==> config.mk <==
export PLATFORM = sky130hd
export DESIGN_NAME = multicycle_control_flat
export DESIGN_NICKNAME = d
export VERILOG_FILES = /design/src/rtl/multicycle_control_pkg.sv /design/src/rtl/multicycle_control_if.sv /design/src/rtl/multicycle_control_opcode_classify.sv /design/src/rtl/multicycle_control.sv /design/src/flat_wrapper.sv
export SDC_FILE = /design/constraint.sdc
export NUM_CORES = 1
export LEC_CHECK = 0
export CORE_MARGIN = 5
export CORE_UTILIZATION = 44
export CTS_CLUSTER_SIZE = 12
export DETAILED_ROUTE_END_ITERATION = 16
export PLACE_DENSITY = 0.86
export SYNTH_ARGS = -nofsm -noshare
export SYNTH_HDL_FRONTEND = slang
export SYNTH_HIERARCHICAL = 1
export SYNTH_SLANG_ARGS = --single-unit
==> constraint.sdc <==
create_clock -name clk_i -period 3.15 [get_ports clk_i]
set_input_delay 0.63 -clock clk_i [delete_from_list [all_inputs] [get_ports clk_i]]
set_output_delay 0.63 -clock clk_i [all_outputs]
set_load 0.02 [all_outputs]
==> src/rtl/multicycle_control_pkg.sv <==
// multicycle_control_pkg: state codes, opcode constants, ALU-op codes and instruction classes
package multicycle_control_pkg;

    typedef enum logic [2:0] {
        S_IDLE   = 3'd0,
        S_FETCH  = 3'd1,
        S_DECODE = 3'd2,
        S_EXEC   = 3'd3,
        S_MEM    = 3'd4,
        S_WB     = 3'd5
    } state_t;

    typedef enum logic [2:0] {
        CL_ILL    = 3'd0,
        CL_R      = 3'd1,
        CL_I      = 3'd2,
        CL_LOAD   = 3'd3,
        CL_STORE  = 3'd4,
        CL_BRANCH = 3'd5,
        CL_MUL    = 3'd6
    } class_t;

    localparam logic [6:0] OP_R      = 7'b0110011;
    localparam logic [6:0] OP_I      = 7'b0010011;
    localparam logic [6:0] OP_LOAD   = 7'b0000011;
    localparam logic [6:0] OP_STORE  = 7'b0100011;
    localparam logic [6:0] OP_BRANCH = 7'b1100011;
    localparam logic [6:0] F7_MUL    = 7'b0000001;

    localparam logic [1:0] ALU_ADD    = 2'd0;
    localparam logic [1:0] ALU_RTYPE  = 2'd1;
    localparam logic [1:0] ALU_BRANCH = 2'd2;
    localparam logic [1:0] ALU_MUL    = 2'd3;

    // MUL falls back to the R-type code when the multiplier is not built in
    function automatic logic [1:0] alu_code(input class_t c, input logic mul_en);
        return (c == CL_BRANCH) ? ALU_BRANCH :
               (c == CL_MUL)    ? (mul_en ? ALU_MUL : ALU_RTYPE) :
               (c == CL_R)      ? ALU_RTYPE : ALU_ADD;
    endfunction

endpackage

==> src/rtl/multicycle_control_if.sv <==
// multicycle_control_if: IR/memory handshake inputs and datapath control outputs of the control unit
interface multicycle_control_if #(
    parameter int ALUOP_W = 2
);
    logic               start_i;
    logic [6:0]         opcode_i;
    logic [6:0]         funct7_i;
    logic               mem_ready_i;
    logic               pc_write_o;
    logic               ir_write_o;
    logic               mem_read_o;
    logic               mem_write_o;
    logic               alu_src_o;
    logic [ALUOP_W-1:0] alu_op_o;
    logic               branch_o;
    logic               mem_to_reg_o;
    logic               reg_write_o;
    logic               illegal_o;
    logic               retire_o;
    logic [2:0]         state_o;

    modport master (
        output start_i, opcode_i, funct7_i, mem_ready_i,
        input  pc_write_o, ir_write_o, mem_read_o, mem_write_o, alu_src_o, alu_op_o,
               branch_o, mem_to_reg_o, reg_write_o, illegal_o, retire_o, state_o
    );

    modport slave (
        input  start_i, opcode_i, funct7_i, mem_ready_i,
        output pc_write_o, ir_write_o, mem_read_o, mem_write_o, alu_src_o, alu_op_o,
               branch_o, mem_to_reg_o, reg_write_o, illegal_o, retire_o, state_o
    );
endinterface

==> src/rtl/multicycle_control_opcode_classify.sv <==
// opcode_classify: maps opcode/funct7 to an instruction class and flags unsupported opcodes
module opcode_classify
    import multicycle_control_pkg::*;
(
    input  logic [6:0] opcode,
    input  logic [6:0] funct7,
    output class_t     cls,
    output logic       illegal
);

    // MUL is always reported; the top decides whether it executes as MUL or plain R-type
    always_comb begin
        cls = CL_ILL;
        case (opcode)
            OP_R:      cls = (funct7 == F7_MUL) ? CL_MUL : CL_R;
            OP_I:      cls = CL_I;
            OP_LOAD:   cls = CL_LOAD;
            OP_STORE:  cls = CL_STORE;
            OP_BRANCH: cls = CL_BRANCH;
            default:   cls = CL_ILL;
        endcase
        illegal = (cls == CL_ILL);
    end

endmodule

==> src/rtl/multicycle_control.sv <==
// multicycle_control: FETCH/DECODE/EXEC/MEM/WB sequencer for the RV32 subset; MUL execute enabled by MULTICYCLE_CONTROL_MUL_EN
module multicycle_control
    import multicycle_control_pkg::*;
#(
    parameter int ALUOP_W     = 2,
    parameter int MUL_LATENCY = 4
) (
    input logic                clk_i,
    input logic                rst_i,
    multicycle_control_if.slave bus
);

    if (ALUOP_W < 2 || MUL_LATENCY < 1 || MUL_LATENCY > 16) begin : g_bad_param
        $error("multicycle_control: ALUOP_W must be >= 2 and MUL_LATENCY within 1..16");
    end

    state_t state;
    class_t op_q;
    class_t cls;
    state_t bnd;
    logic   illegal;
    logic   mul_en;

`ifdef MULTICYCLE_CONTROL_MUL_EN
    logic [3:0] mul_cnt;
    assign mul_en = 1'b1;
`else
    assign mul_en = 1'b0;
`endif

    opcode_classify u_classify (
        .opcode  (bus.opcode_i),
        .funct7  (bus.funct7_i),
        .cls     (cls),
        .illegal (illegal)
    );

    assign bnd = bus.start_i ? S_FETCH : S_IDLE;

    // State sequencing, class latch in DECODE and MUL cycle counter in EXEC
    always_ff @(posedge clk_i) begin
        if (rst_i) begin
            state <= S_IDLE;
            op_q  <= CL_ILL;
`ifdef MULTICYCLE_CONTROL_MUL_EN
            mul_cnt <= 4'd0;
`endif
        end else begin
            case (state)
                S_IDLE:   if (bus.start_i) state <= S_FETCH;
                S_FETCH:  if (bus.mem_ready_i) state <= S_DECODE;
                S_DECODE: begin
                    op_q  <= cls;
                    state <= illegal ? bnd : S_EXEC;
                end
                S_EXEC: begin
                    if (op_q == CL_BRANCH) state <= bnd;
                    else if (op_q == CL_LOAD || op_q == CL_STORE) state <= S_MEM;
`ifdef MULTICYCLE_CONTROL_MUL_EN
                    else if (op_q == CL_MUL && mul_cnt != 4'(MUL_LATENCY - 1)) mul_cnt <= mul_cnt + 4'd1;
                    else begin
                        mul_cnt <= 4'd0;
                        state   <= S_WB;
                    end
`else
                    else state <= S_WB;
`endif
                end
                S_MEM:    if (bus.mem_ready_i) state <= (op_q == CL_LOAD) ? S_WB : bnd;
                S_WB:     state <= bnd;
                default:  state <= S_IDLE;
            endcase
        end
    end

    // Per-state datapath enables; everything reads 0 while reset is held
    always_comb begin
        bus.pc_write_o   = 1'b0;
        bus.ir_write_o   = 1'b0;
        bus.mem_read_o   = 1'b0;
        bus.mem_write_o  = 1'b0;
        bus.alu_src_o    = 1'b0;
        bus.alu_op_o     = '0;
        bus.branch_o     = 1'b0;
        bus.mem_to_reg_o = 1'b0;
        bus.reg_write_o  = 1'b0;
        bus.illegal_o    = 1'b0;
        bus.retire_o     = 1'b0;
        bus.state_o      = rst_i ? 3'd0 : state;
        if (!rst_i) begin
            case (state)
                S_FETCH: begin
                    bus.mem_read_o = 1'b1;
                    bus.ir_write_o = bus.mem_ready_i;
                    bus.pc_write_o = bus.mem_ready_i;
                end
                S_DECODE: bus.illegal_o = illegal;
                S_EXEC: begin
                    bus.alu_src_o = (op_q == CL_I || op_q == CL_LOAD || op_q == CL_STORE);
                    bus.alu_op_o  = ALUOP_W'(alu_code(op_q, mul_en));
                    bus.branch_o  = (op_q == CL_BRANCH);
                    bus.retire_o  = (op_q == CL_BRANCH);
                end
                S_MEM: begin
                    bus.mem_read_o  = (op_q == CL_LOAD);
                    bus.mem_write_o = (op_q == CL_STORE);
                    bus.retire_o    = (op_q == CL_STORE) && bus.mem_ready_i;
                end
                S_WB: begin
                    bus.reg_write_o  = 1'b1;
                    bus.mem_to_reg_o = (op_q == CL_LOAD);
                    bus.retire_o     = 1'b1;
                end
                default: ;
            endcase
        end
    end

endmodule

==> src/flat_wrapper.sv <==
// flat-port wrapper written by rule: the top's interface ports become plain ports
module multicycle_control_flat import multicycle_control_pkg::*;
#(
    parameter int ALUOP_W     = 2,
    parameter int MUL_LATENCY = 4
)
  (clk_i, rst_i, bus_start_i, bus_opcode_i, bus_funct7_i, bus_mem_ready_i, bus_pc_write_o, bus_ir_write_o, bus_mem_read_o, bus_mem_write_o, bus_alu_src_o, bus_alu_op_o, bus_branch_o, bus_mem_to_reg_o, bus_reg_write_o, bus_illegal_o, bus_retire_o, bus_state_o);
  multicycle_control_if #(.ALUOP_W(ALUOP_W)) bus_i ();
  input logic clk_i;
  input logic rst_i;
  input wire logic [$bits(bus_i.start_i)-1:0] bus_start_i;
  input wire logic [$bits(bus_i.opcode_i)-1:0] bus_opcode_i;
  input wire logic [$bits(bus_i.funct7_i)-1:0] bus_funct7_i;
  input wire logic [$bits(bus_i.mem_ready_i)-1:0] bus_mem_ready_i;
  output wire logic [$bits(bus_i.pc_write_o)-1:0] bus_pc_write_o;
  output wire logic [$bits(bus_i.ir_write_o)-1:0] bus_ir_write_o;
  output wire logic [$bits(bus_i.mem_read_o)-1:0] bus_mem_read_o;
  output wire logic [$bits(bus_i.mem_write_o)-1:0] bus_mem_write_o;
  output wire logic [$bits(bus_i.alu_src_o)-1:0] bus_alu_src_o;
  output wire logic [$bits(bus_i.alu_op_o)-1:0] bus_alu_op_o;
  output wire logic [$bits(bus_i.branch_o)-1:0] bus_branch_o;
  output wire logic [$bits(bus_i.mem_to_reg_o)-1:0] bus_mem_to_reg_o;
  output wire logic [$bits(bus_i.reg_write_o)-1:0] bus_reg_write_o;
  output wire logic [$bits(bus_i.illegal_o)-1:0] bus_illegal_o;
  output wire logic [$bits(bus_i.retire_o)-1:0] bus_retire_o;
  output wire logic [$bits(bus_i.state_o)-1:0] bus_state_o;
  assign bus_i.start_i = bus_start_i;
  assign bus_i.opcode_i = bus_opcode_i;
  assign bus_i.funct7_i = bus_funct7_i;
  assign bus_i.mem_ready_i = bus_mem_ready_i;
  assign bus_pc_write_o = bus_i.pc_write_o;
  assign bus_ir_write_o = bus_i.ir_write_o;
  assign bus_mem_read_o = bus_i.mem_read_o;
  assign bus_mem_write_o = bus_i.mem_write_o;
  assign bus_alu_src_o = bus_i.alu_src_o;
  assign bus_alu_op_o = bus_i.alu_op_o;
  assign bus_branch_o = bus_i.branch_o;
  assign bus_mem_to_reg_o = bus_i.mem_to_reg_o;
  assign bus_reg_write_o = bus_i.reg_write_o;
  assign bus_illegal_o = bus_i.illegal_o;
  assign bus_retire_o = bus_i.retire_o;
  assign bus_state_o = bus_i.state_o;
  multicycle_control #(.ALUOP_W(ALUOP_W), .MUL_LATENCY(MUL_LATENCY)) u_core (.clk_i(clk_i), .rst_i(rst_i), .bus(bus_i));
endmodule
-- Word-level counts from Yosys, hierarchy flattened
Cells that the tools add are included.
- bits of input ports: 18
- logic and storage cells: 64
- output and inout bits: 15
- register bits after elaboration: 6
- eq/ne operators: 20
- mux-type cells: 35
- reduce and logical (&&, ||, !) cells: 7
- operator list (cell ; count):
    $mux 3 ; 8
    $mux 1 ; 19
    $pmux 3 s6 ; 1
    $eq 3x3->1 const B ; 5
    $pmux 3 s5 ; 1
    $eq 7x6->1 const B ; 2
    $eq 3x2->1 const B ; 4
    $mux 2 ; 4
    $eq 7x1->1 const B ; 1
    $eq 7x2->1 const B ; 1
    $eq 7x5->1 const B ; 1
    $eq 7x7->1 const B ; 1
    $eq 3x1->1 const B ; 2
    $logic_not 3->1 ; 2
    $ne 2x2->1 const B ; 3
    $logic_or 1x1->1 ; 3
    $pmux 1 s3 ; 1
    $reduce_and 3->1 ; 1
    $pmux 1 s2 ; 1
    $logic_and 1x1->1 ; 1

-- Longest topological paths before layout
- depth in word-level cells: 6
- gate-level depth with buffers: 7
- mapped depth without buffers: 7

-- Cells and area by module
Netlist, hierarchy kept.
- by module, submodules not included (module ; cells an instance ; area an instance (sq um) ; instances):
    multicycle_control ; 79 ; 605.6 ; 1
    opcode_classify ; 16 ; 127.6 ; 1

-- Worst setup path before layout
No wires, ideal clock.
- path type: input-to-output
- start: input port bus_opcode_i[2]
- end: output port bus_illegal_o
- arrival time: 1654 ps
- buffers on the path: 0
- setup slack: 866 ps
- cell stages on the path: 3
- required time: 2520 ps
- cell sequence: and4bb_2 nand2_1 nor4b_1
- word-level cells in the longest chain between the ends: 5
- elaborated cells on any way between the ends: 9
- RTL lines (what ; line ; text):
    start: declaration ; flat_wrapper.sv:12 ; input wire logic [$bits(bus_i.opcode_i)-1:0] bus_opcode_i;
    $eq 7x7->1, or another cell as far along ; multicycle_control_opcode_classify.sv:14 ; case (opcode)
    $pmux 3 s5 * ; multicycle_control_opcode_classify.sv:14 ;
    $logic_not 3->1 * ; multicycle_control_opcode_classify.sv:22 ; illegal = (cls == CL_ILL);
    net u_core.illegal ; multicycle_control.sv:21 ; logic illegal;
    $mux 1 * ; multicycle_control.sv:91 ; case (state)
    $mux 1 * ; multicycle_control.sv:90 ; if (!rst_i) begin
    end: declaration ; flat_wrapper.sv:24 ; output wire logic [$bits(bus_i.illegal_o)-1:0] bus_illegal_o;
The timed path passes the listed nets; every way through them passes the cells marked *.

-- Final worst setup path
- start: input port bus_opcode_i[4]
- end: output port bus_illegal_o
The elaborated chain is that of the path after synthesis.

==> results.sh <==
export IMPL_diodes=0
export IMPL_gp_congestion=0.856
export IMPL_yosysSeqAreaShare=0.164
export IMPL_worst_ir_drop_vdd_mv=0.213
export IMPL_cap_viol_max_count=0
export IMPL_grt_pass1_vias=816
export IMPL_hold_buffers=0
export IMPL_io_pins=33
export IMPL_mappedNetlistNets=113
export IMPL_timing_fmax_mhz=333
export IMPL_die_area_mm2=0.00258
export IMPL_nNetsFinal=145
export IMPL_io_buffer_count=32
export IMPL_drc=0
export IMPL_grt_max_degree=14
export IMPL_p_switching_uw=106
export IMPL_power_uw=292
export IMPL_clock_latency_ps=250
export IMPL_cts_root_buf="clkbuf_4"
export IMPL_layout_drive_gt1_share=0.128
export IMPL_grtUsageTotal=0.176
export IMPL_final_common_cell="clkdlybuf4s50_1"
export IMPL_netlist_instances=95
export IMPL_clk_pin_slew_ps=50
export IMPL_htree_levels=1
export IMPL_chipWidth_um=50.8
export IMPL_clock_path_buffers=2
export IMPL_power_frac_seq=0.323
export IMPL_rows=14
export IMPL_hold_violations=0
export IMPL_hp_class="register to register"
export IMPL_final_min_clock_period_ps=3000
export IMPL_critPathKind="input port to output pin"
export IMPL_antenna_found_initial=0
export IMPL_setup_tns_ps=0
export IMPL_final_util=0.687
export IMPL_grt_overflow_total=0
export IMPL_tightestPinTransition_ps=426
export IMPL_finalMaxSlewViolations=0
export IMPL_start_util=0.476
export IMPL_via_count=872
export IMPL_wire_per_inst_um=16.0
export IMPL_numCtsBuffers=3
export IMPL_whs_ps=599
export IMPL_synth_edf_count=0
export IMPL_ys_ff_latch=6
export IMPL_pwr_share_comb=0.424
export IMPL_power_leakage_uw=0.000382
export IMPL_layout_common_cells="clkdlybuf4s50_1, nand2_1, nor2_1"
export IMPL_finalSetupViolations=0
export IMPL_tritoncts="built"
export IMPL_die_h_um=50.8
export IMPL_drt_iter0_drc=35
export IMPL_ff2ff_setup_slack_ps=1600
export IMPL_viasPerCell=6.18
export IMPL_pre_cts_ws_ps=146
export IMPL_ctsResizeCount=0
export IMPL_netlist_area_um2=733
export IMPL_fillers=140
export IMPL_syn_area_per_cell_um2=7.72
export IMPL_dr_pass1_iters=4
export IMPL_path_max_fanout=4
export IMPL_swShare=0.362
export IMPL_rsz0062_at_grt="no"
export IMPL_fp_coreArea_mm2=0.00154
export IMPL_setup_slack_ps=145
export IMPL_cts_setup_buffers=0
export IMPL_synth_cell_type_count=45
export IMPL_p_per_area_mw_per_mm2=276
export IMPL_wl_um=2260
export IMPL_final_setup_skew_ps=2.21
export IMPL_p_int_uw=187
export IMPL_critPathArrivalTime_ps=2370
export IMPL_areaGrowthSynthToFinish_pct=44.4
export IMPL_worstSetupStartpointType="input port"
export IMPL_dpl_hpwl_um=1800
export IMPL_grt_pass1_wl_um=3570
export IMPL_crit_path_end_kind="output pin"
export IMPL_outcome="completed"
export IMPL_cp_required_ps=2520
export IMPL_ant_nets=0
export IMPL_clkPwrFrac=0.254
export IMPL_cts_sinks=6
export IMPL_async_flop_share=0
export IMPL_ys_flop_type="dfxtp_1"
export IMPL_slew_headroom=0.715
export IMPL_synth_warning_count=6
export IMPL_post_route_period_util=0.954
-- kinds of logic (layout without fill, tap and decap cells) --
logic type             after synthesis  after routing  synth area share
AOI/OAI and AO/OA                   26             26             0.261
buffers and inverters               10             40            0.0870
DFF                                  6              6             0.164
muxes                                2              2            0.0273
and+or+nand+nor                     51             51             0.461
-- power by group through the flow --
stage               clock network (uW)  logic (uW)  registers (uW)
detailed placement                   0         123            95.4
finish                            74.1         124            94.4
CTS                               76.9         123            94.1
global route                      81.5         132            95.6
global placement                     0         119            95.0
floorplan                            0        85.6            86.1
-- routing by layer --
layer  GRT usage  vias to the layer above  wire length (um)
met5           0                        -                 0
met4      0.0596                        0                25
met3      0.0640                        4               178
met2       0.306                       50              1170
met1       0.196                      408               884
li1            -                      410                 -
-- cell usage after synthesis, drive strengths merged, types with 2 or more instances --
master,count,area share
and2b,2,0.020
buf,5,0.061
a22oi,2,0.027
a211oi,2,0.027
nor3b,2,0.020
nand3,2,0.014
nor3,3,0.027
inv,3,0.015
dfxtp,6,0.16
nor2,10,0.051
nand2b,5,0.053
nand2,10,0.051
clkbuf,2,0.010
o21ai,5,0.034
nor4,3,0.055
mux2i,2,0.027
a21oi,6,0.041
nand3b,3,0.048
nor2b,4,0.034
-- cell type report --
cell class	count	area, um^2	area share
multi-input cells	79	549	0.519
repair buffers	34	335	0.317
flip-flops and latches	6	120	0.113
clock buffers	3	22.5	0.0213
well taps	16	20.0	0.0189
inverters	3	11.3	0.0106
-- registers in the layout, summed over array words and instances, names as in the netlist --
register      flops
u_core/op_q       3
u_core/state      3
-- critical path: stages --
cell and delay [ps]:
clkdlybuf4s50_1 530, nand2b_1 160, nand2_1 70, nand2_1 80, nor4b_1 240, clkdlybuf4s50_1 660
-- final timing paths --
kind / start / endpoint / cells after the start
worst max register to register: u_core/state[0]$_SDFFE_PP0P_ / u_core/state[1]$_SDFFE_PP0P_ / 4
worst min-delay path: u_core/op_q[1]$_SDFFE_PP0N_ / u_core/op_q[1]$_SDFFE_PP0N_ / 2
worst min register to register: u_core/op_q[1]$_SDFFE_PP0N_ / u_core/op_q[1]$_SDFFE_PP0N_ / 2
worst max-delay path: bus_opcode_i[4] / bus_illegal_o / 6
-- stage by stage --
| step | cells | instance area (um^2) |
|---|---|---|
| 2_1_floorplan | 95 | 733 |
| 3_3_place_gp | 138 | 1040 |
| 3_5_place_dp | 138 | 1040 |
| 4_1_cts | 141 | 1060 |
| 5_1_grt | 141 | 1060 |
| 6_report | 141 | 1060 |
Note: power is estimated with default switching activity, not from simulation.
